===== src/rtl/ser2par_buffered.sv =====
`timescale 1ns/1ps
`default_nettype none
// ============================================================================
// Module      : ser2par_buffered
// Description : Parametrised serial-to-parallel deserialiser feeding a
//               one-deep output buffer with a valid/ready handshake. While
//               the consumer drains one word, the next can already be shifted.
//
//   Parameters
//     WIDTH      output word width (must be a multiple of LANES)
//     LANES      serial bits accepted per beat
//     MSB_FIRST  0: first beat fills the low bits, 1: first beat fills the high bits
//
//   Ports
//     clk_in        clock, rising edge
//     rst_in        asynchronous active-low reset
//     clr_in        synchronous discard of a partial word (ignored in HOLD)
//     serial_in     LANES bits of serial data for the current beat
//     wr_in         beat strobe; accepted when wr_in && in_ready
//     in_ready      deserialiser can take a beat (state != HOLD)
//     out_valid     parallel_out holds an undelivered word
//     out_ready     consumer takes the word when out_valid && out_ready
//     parallel_out  assembled word, stable while out_valid=1
//     parity_err    parity flag travelling with parallel_out
//
//   Build option
//     SER_PARITY_EN  when defined, every word takes one extra beat carrying an
//                    even-parity bit on serial_in[0]; parity_err reports a
//                    mismatch. When undefined, parity_err is tied to 0.
//
// Revision    : 1.0  initial release
// ============================================================================
module ser2par_buffered #(
    parameter int WIDTH     = 32,
    parameter int LANES     = 1,
    parameter int MSB_FIRST = 0
) (
    input  logic             clk_in,
    input  logic             rst_in,
    input  logic             clr_in,
    input  logic [LANES-1:0] serial_in,
    input  logic             wr_in,
    output logic             in_ready,
    output logic             out_valid,
    input  logic             out_ready,
    output logic [WIDTH-1:0] parallel_out,
    output logic             parity_err
);

    localparam int c_BEATS = WIDTH / LANES;
`ifdef SER_PARITY_EN
    localparam int c_PAR_BEATS = 1;
`else
    localparam int c_PAR_BEATS = 0;
`endif
    // Total beats per word, including the trailing parity beat when enabled.
    localparam int c_TOT   = c_BEATS + c_PAR_BEATS;
    localparam int c_CNT_W = (c_TOT > 1) ? $clog2(c_TOT) : 1;
    localparam logic [c_CNT_W-1:0] c_LAST = c_CNT_W'(c_TOT - 1);

    typedef enum logic [1:0] {
        S_IDLE  = 2'd0,
        S_SHIFT = 2'd1,
        S_HOLD  = 2'd2
    } state_t;

    state_t             r_state;
    logic [c_CNT_W-1:0] r_cnt;
    logic [WIDTH-1:0]   r_sr;
    logic [WIDTH-1:0]   r_out;
    logic               r_out_valid;

    logic               w_accept;
    logic               w_last;
    logic               w_drain;
    logic               w_buf_free;
    logic               w_load_direct;
    logic               w_enter_hold;
    logic               w_load_hold;
    logic [WIDTH-1:0]   w_sr_next;

    // clr_in wins over wr_in, so a beat presented alongside clr_in is dropped.
    assign w_accept      = wr_in && (r_state != S_HOLD) && !clr_in;
    assign w_last        = (r_cnt == c_LAST);
    assign w_drain       = r_out_valid && out_ready;
    // The buffer can take a new word at this edge if empty or being drained now.
    assign w_buf_free    = !r_out_valid || out_ready;
    assign w_load_direct = w_accept && w_last && w_buf_free;
    assign w_enter_hold  = w_accept && w_last && !w_buf_free;
    assign w_load_hold   = (r_state == S_HOLD) && w_drain;

    // Shift register with the current beat's slice merged in. The parity beat
    // (counter == c_BEATS) matches no slice and leaves the data untouched, so
    // w_sr_next is the finished word on the final beat in both build variants.
    always_comb begin
        w_sr_next = r_sr;
        for (int b = 0; b < c_BEATS; b++) begin
            if (w_accept && (r_cnt == c_CNT_W'(b))) begin
                if (MSB_FIRST != 0) begin
                    w_sr_next[WIDTH - (b + 1) * LANES +: LANES] = serial_in;
                end else begin
                    w_sr_next[b * LANES +: LANES] = serial_in;
                end
            end
        end
    end

    always_ff @(posedge clk_in or negedge rst_in) begin
        if (!rst_in) begin
            r_state     <= S_IDLE;
            r_cnt       <= '0;
            r_sr        <= '0;
            r_out       <= '0;
            r_out_valid <= 1'b0;
        end else begin
            // Only changes on an accepted beat, so in HOLD it keeps the word.
            r_sr <= w_sr_next;

            case (r_state)
                S_IDLE, S_SHIFT: begin
                    if (clr_in) begin
                        r_cnt   <= '0;
                        r_state <= S_IDLE;
                    end else if (w_accept) begin
                        if (w_last) begin
                            r_cnt   <= '0;
                            r_state <= w_buf_free ? S_IDLE : S_HOLD;
                        end else begin
                            r_cnt   <= r_cnt + 1'b1;
                            r_state <= S_SHIFT;
                        end
                    end
                end
                S_HOLD: begin
                    if (w_drain) begin
                        r_state <= S_IDLE;
                    end
                end
                default: begin
                    r_state <= S_IDLE;
                    r_cnt   <= '0;
                end
            endcase

            // Output buffer: parallel_out changes only when a word is loaded.
            if (w_load_direct) begin
                r_out       <= w_sr_next;
                r_out_valid <= 1'b1;
            end else if (w_load_hold) begin
                r_out       <= r_sr;
                r_out_valid <= 1'b1;
            end else if (w_drain) begin
                r_out_valid <= 1'b0;
            end
        end
    end

`ifdef SER_PARITY_EN
    logic r_par_err;
    logic r_hold_err;
    logic w_err;

    // On the parity beat r_sr already holds the complete data word.
    assign w_err = (^r_sr) ^ serial_in[0];

    always_ff @(posedge clk_in or negedge rst_in) begin
        if (!rst_in) begin
            r_par_err  <= 1'b0;
            r_hold_err <= 1'b0;
        end else begin
            if (w_enter_hold) begin
                r_hold_err <= w_err;
            end
            if (w_load_direct) begin
                r_par_err <= w_err;
            end else if (w_load_hold) begin
                r_par_err <= r_hold_err;
            end
        end
    end

    assign parity_err = r_par_err;
`else
    logic w_unused_hold;
    assign w_unused_hold = w_enter_hold;
    assign parity_err    = 1'b0;
`endif

    assign in_ready     = (r_state != S_HOLD);
    assign out_valid    = r_out_valid;
    assign parallel_out = r_out;

endmodule
`default_nettype wire

===== config.mk =====
export PLATFORM = sky130hd
export DESIGN_NAME = ser2par_buffered
export DESIGN_NICKNAME = d
export VERILOG_FILES = /design/src/rtl/ser2par_buffered.sv
export SDC_FILE = /design/constraint.sdc
export NUM_CORES = 1
export LEC_CHECK = 0
export CORE_MARGIN = 2
export CORE_UTILIZATION = 55
export CTS_CLUSTER_SIZE = 28
export DETAILED_ROUTE_END_ITERATION = 16
export GPL_ROUTABILITY_DRIVEN = 0
export MAX_ROUTING_LAYER = met4
export PLACE_DENSITY_LB_ADDON = 0.25
export SYNTH_ARGS = -nofsm -noshare
export SYNTH_HDL_FRONTEND = slang
export SYNTH_SLANG_ARGS = --single-unit

===== constraint.sdc =====
create_clock -name clk_in -period 2.47 [get_ports clk_in]
set_clock_uncertainty 0.05 [all_clocks]
set_input_delay 0.494 -clock clk_in [delete_from_list [all_inputs] [get_ports clk_in]]
set_output_delay 0.494 -clock clk_in [all_outputs]
set_load 0.005 [all_outputs]

Word level (Yosys, flattened, before mapping)
Cells that the tools add are included.
{"block": "word_totals", "input_bits": 6, "output_inout_bits": 35, "reg_bits": 72, "wordCells": 137}
{"block": "classes", "bitwise": 1, "muxes": 47, "eq_ne": 36, "add_sub_neg": 1, "reduce_logical": 47}
{"operator": "5-bit == test (second input constant)", "count": 16}
{"operator": "32-bit two-way mux", "count": 2}
{"operator": "5-bit by 4-bit == test with 1-bit output (second input constant)", "count": 8}
{"operator": "1-bit logical AND", "count": 37}
{"operator": "1-bit two-way mux", "count": 35}
{"operator": "5-bit by 3-bit == test with 1-bit output (second input constant)", "count": 4}
{"operator": "5-bit two-way mux", "count": 3}
{"operator": "5-bit by 2-bit == test with 1-bit output (second input constant)", "count": 2}
{"operator": "2-bit two-way mux", "count": 5}
{"operator": "5-bit one-hot mux with 2 select lines", "count": 1}
{"operator": "5-bit by 1-bit adder with 5-bit output (second input constant)", "count": 1}
{"operator": "5-bit by 1-bit == test with 1-bit output (second input constant)", "count": 1}
{"operator": "5-bit logical NOT", "count": 1}
{"operator": "2-bit != test (second input constant)", "count": 2}
{"operator": "2-bit one-hot mux with 2 select lines", "count": 1}
{"operator": "2-bit AND reduction", "count": 2}
{"operator": "3-bit != test (second input constant)", "count": 1}
{"operator": "3-bit nonzero test", "count": 1}
{"operator": "2-bit by 1-bit == test with 1-bit output (second input constant)", "count": 1}
{"operator": "2-bit == test (second input constant)", "count": 1}
{"operator": "1-bit logical NOT", "count": 2}
{"operator": "2-bit logical NOT", "count": 1}
{"operator": "2-bit nonzero test", "count": 1}
{"operator": "2-bit OR reduction", "count": 1}
{"operator": "other kinds (2)", "count": 2}

Depth between registers and ports, before layout
{"block": "logic_depth", "ltp_word": 7, "depth_mapped": 8}

Worst setup path after synthesis
Ideal clock, no wire load.
{"block": "synth_path", "path_type": "flip-flop to flip-flop", "from": "register r_cnt[0]", "to": "register r_out[11], in the netlist parallel_out[11]", "synth_period_minus_slack_ns": 2.114, "n_path_buf": 1, "stages_incl_launch_ff": 9, "required_ns": 2.297, "arrival_ns": 1.941, "slack_ns": 0.356, "setup_ns": 0.123, "cell_sequence": "dfrtp_1 ha_1 and3_1 ha_1 nand3b_1 nor4_2 buf_1 nand2b_1 o221a_1"}
{"block": "synth_via", "elab_chain_len": 4, "elab_cells_between_ends": 8, "cone_classes": "2 x eq/ne; 2 x mux; 4 x reduce/logical"}
{"element": "from (decl)", "line_no": "68", "rtl": "logic [c_CNT_W-1:0] r_cnt;"}
{"element": "from (signal assigned)", "line_no": "129", "rtl": "r_cnt <= r_cnt + 1'b1;"}
{"element": "5-bit by 4-bit == test with 1-bit output / 5-bit == test (equally long branches)", "line_no": "98, 84"}
{"element": "1-bit logical AND (on tied branches)", "line_no": "98, 88"}
{"element": "1-bit two-way mux / 1-bit logical AND (equally long branches)", "line_no": "98, 88"}
{"element": "32-bit two-way mux / 2-bit nonzero test (equally long branches)"}
{"element": "to (signal assigned)", "line_no": "147", "rtl": "r_out <= w_sr_next;"}
{"element": "to (signal assigned)", "line_no": "150", "rtl": "r_out <= r_sr;"}
{"element": "to (decl)", "line_no": "70", "rtl": "logic [WIDTH-1:0] r_out;"}
Several ways; a longest one is shown, not always the timed one.
A chain may end at the register's enable or synchronous reset.

Worst setup path in the final report
{"block": "layout_path", "from": "register r_cnt[0]", "to": "register r_out[1], in the netlist parallel_out[1]"}
{"block": "layout_via", "elab_chain_len": 4, "elab_cells_between_ends": 8, "cone_classes": "2 x eq/ne; 2 x mux; 4 x reduce/logical"}
{"element": "5-bit by 1-bit == test with 1-bit output / 5-bit == test (equally long branches)", "line_no": "98, 84"}
{"element": "1-bit logical AND (on tied branches)", "line_no": "98, 88"}
{"element": "1-bit two-way mux / 1-bit logical AND (equally long branches)", "line_no": "98, 88"}
{"element": "32-bit two-way mux / 2-bit nonzero test (equally long branches)"}
Several ways; a longest one is shown, not always the timed one.

==> results.yml <==
run_status:
  outcome: "finished clean"
cells_and_area:
  syn2layout_area_growth_pct: 18.6
  stdcell_count: 440
  drive_gt1_share_pct: 20.9
  fin_nets: 370
  diodes: 0
grt:
  grt_overflow_total: 0
  grt_use_total_pct: 24.7
  grt_pass1_wl_um: 13600
  met2_usage_pct: 37.1
  use_met3_pct: 3.89
  busiest_layer: "met2"
  met1_usage_pct: 32.3
  grt_max_degree: 54
  antenna_found_initial: 0
  first_global_vias: 2766
clock_network:
  cts_hold_buf: 0
  cts.sinks: 72
  clockBufferDepth: 2
  cts_max_level: 3
  insertion_delay_ns: 0.35
  post_cts_resized: 0
  cts_tree: "yes"
  cts_setup_buffers: 0
  cts_buffers: 9
  cts_root_buf: "clkbuf_8"
  clkSlewWorstSetupHoldPaths_ns: 0.08
timing:
  finalSetupTns_ns: 0
  fin_crit_sh_pct: 90.9
  final-setup-viol-count: 0
  worst_pin_slew_ns: 0.687
  maxSlewViolCount: 0
  rsz0062_at_grt: "false"
  fin_crit_ns: 2.25
  slew_headroom_pct: 54.1
  hold_viol: 0
  max_freq_mhz: 445
floorplan:
  num_rows: 29
  die-area_um2: 7270
  initial_utilization_pct: 57.2
  core_um2: 6350
  die_h_um: 85.3
  boundaryPins: 41
  die_w_um: 85.3
synthesis:
  avgSynthCellArea_um2: 11.4
  synth_area_um2: 3630
  async_flop_share_pct: 100
  yosys-top-cells-area: "dfrtp_1 50%, mux2_2 11%, o221a_1 9.3%, nand2b_1 5.2%, a21oi_1 4.4%"
  synthDistinctLibCells: 37
  synth_top_area_share_pct: 49.6
  ys_dominant_reg_cell: "dfrtp_1"
  synth_nets: 330
  ys.warnings.count: 0
  synth_cells: 318
  yosysSeqAreaShare_pct: 49.6
  ys_ff_latch: 72
  synth_edf_count: 0
  yosysTopAreaCell: "dfrtp_1"
setup_path:
  cp-end-kind: "flip-flop"
  path_cells: "ha_1, and3_1, ha_1, nand3b_1, nor3_4, or2_4, o221a_1"
  crit_type: "reg -> reg"
  slowest_delay_ns: 0.43
  crit_arrival_ns: 2.43
  cpMaxStageDelayCell: "dfrtp_1"
  critical-path-top-delay-family: "simple AND/OR/NAND/NOR gates"
  crit_buf_inv: 0
  crit_fanout: 30
  crit_path_frequent_cell: "ha_1"
  required_ns: 2.66
  worstSetupStartpointType: "flip-flop"
worst_hold_path:
  hold_path.class: "in -> async"
flow_run:
  max_cap_violations: 0
detailed_routing:
  vias_per_cell: 6.10
  drt-total-wl_um: 7980
  dr.pass1.iters: 4
  drt_first_iter_violations: 161
  drc: 0
  avgRoutedWirePerCell_um: 18.1
  via_count: 2684
  ant_nets: 0
pwr:
  power_leakage_nw: 1.83
  peakVddDrop_mv: 0.357
  p_per_area_nw_per_um2: 511
  power.total_mw: 2.20
placed_design:
  dp_cells: 424
  dpl.hpwl_um: 5370
  portBuffers: 39
-- state kept, by name, summed over array words and instances (netlist names) --
register / flops
out_valid: 1
parallel_out: 32
r_cnt: 5
r_sr: 32
r_state: 2
-- layout make-up --
class                           count  area, µm²
Fill cell                         497       2040
Clock buffer                       11        151
Tap cell                           77       96.3
Clock inverter                      5       31.3
Timing Repair Buffer               55        531
Multi-Input combinational cell    215       1680
Sequential cell                    72       1800
Inverter                            5       18.8
-- cells in the final DEF, fill, tap and decap left out, types with 3 or more instances in the layout --
cell type / n
dfrtp_1: 72
clkdlybuf4s50_1: 38
mux2_2: 34
a21oi_1: 32
nand2b_1: 30
o221a_1: 30
nand3_1: 26
buf_4: 14
clkbuf_8: 11
nand2_1: 9
nor2b_1: 7
o21ai_0: 7
nand4_1: 6
ha_1: 6
inv_1: 4
and4b_1: 3
and4bb_2: 3
nor2_1: 3
clkinv_2: 3
-- per-stage QoR --
stage               util [%]  setup WS [ns]  cell area [µm²]  hold slack, ns
floorplan                  -          0.356             3630           0.148
global placement        64.9          0.244             4120           0.437
detailed placement      64.9          0.229             4120           0.444
CTS                     67.8          0.214             4310          0.0891
global route            67.8         0.0775             4310           0.107
finish                  67.8          0.225             4310          0.0815
-- power breakdown --
group	switching, mW	internal [mW]
combinational	0.0637	0.0457
clock	0.451	0.416
sequential	0.0168	1.21
total	0.532	1.67
-- path summary, 6_finish.rpt --
kind,startpoint,to,slack [ns],cells after the start
worst max-delay path,r_cnt[0]$_DFFE_PN0P_,parallel_out[1]$_DFFE_PN0P_,0.22,7
worst min-delay path,rst_in,parallel_out[24]$_DFFE_PN0P_,0.08,2
worst max register to register,r_cnt[0]$_DFFE_PN0P_,parallel_out[1]$_DFFE_PN0P_,0.22,7
worst min register to register,r_sr[26]$_DFF_PN0_,r_sr[26]$_DFF_PN0_,0.46,1
max in group asynchronous,rst_in,r_cnt[3]$_DFFE_PN0P_,2.03,2
min in group clk_in,r_sr[26]$_DFF_PN0_,r_sr[26]$_DFF_PN0_,0.46,1
-- per-layer routing --
layer	share of wire, %	routed length, µm
met1	44	3500
met2	49	3940
met3	4.1	330
met4	2.6	207
met5	0	0
-- Yosys cell counts, types with 2 or more instances --
cell type  number
ha_1            6
o221a_1        30
and3_1          2
o21ai_0         7
a22oi_1         2
and4b_1         3
dfrtp_1        72
and2_1          2
nand4_1         6
buf_6           5
nand2b_1       30
clkbuf_1       10
a21oi_1        32
nand3_1        26
mux2_2         34
inv_1           4
nor2b_1         7
nand2_1         9
nor2_1          3
and4bb_2        3
buf_2           9
-- kinds of logic (layout without fill, tap and decap cells) --
group	Yosys count	count (layout)	synth area share, %
AOI/OAI and AO/OA	74	74	15.8
adders and majority gates	6	6	2.07
buffers and inverters	31	76	4.65
DFF	72	72	49.6
muxes	35	35	10.8
other	1	1	0.103
and+or+nand+nor	99	99	16.9
Note: power is estimated with default switching activity, not from simulation.
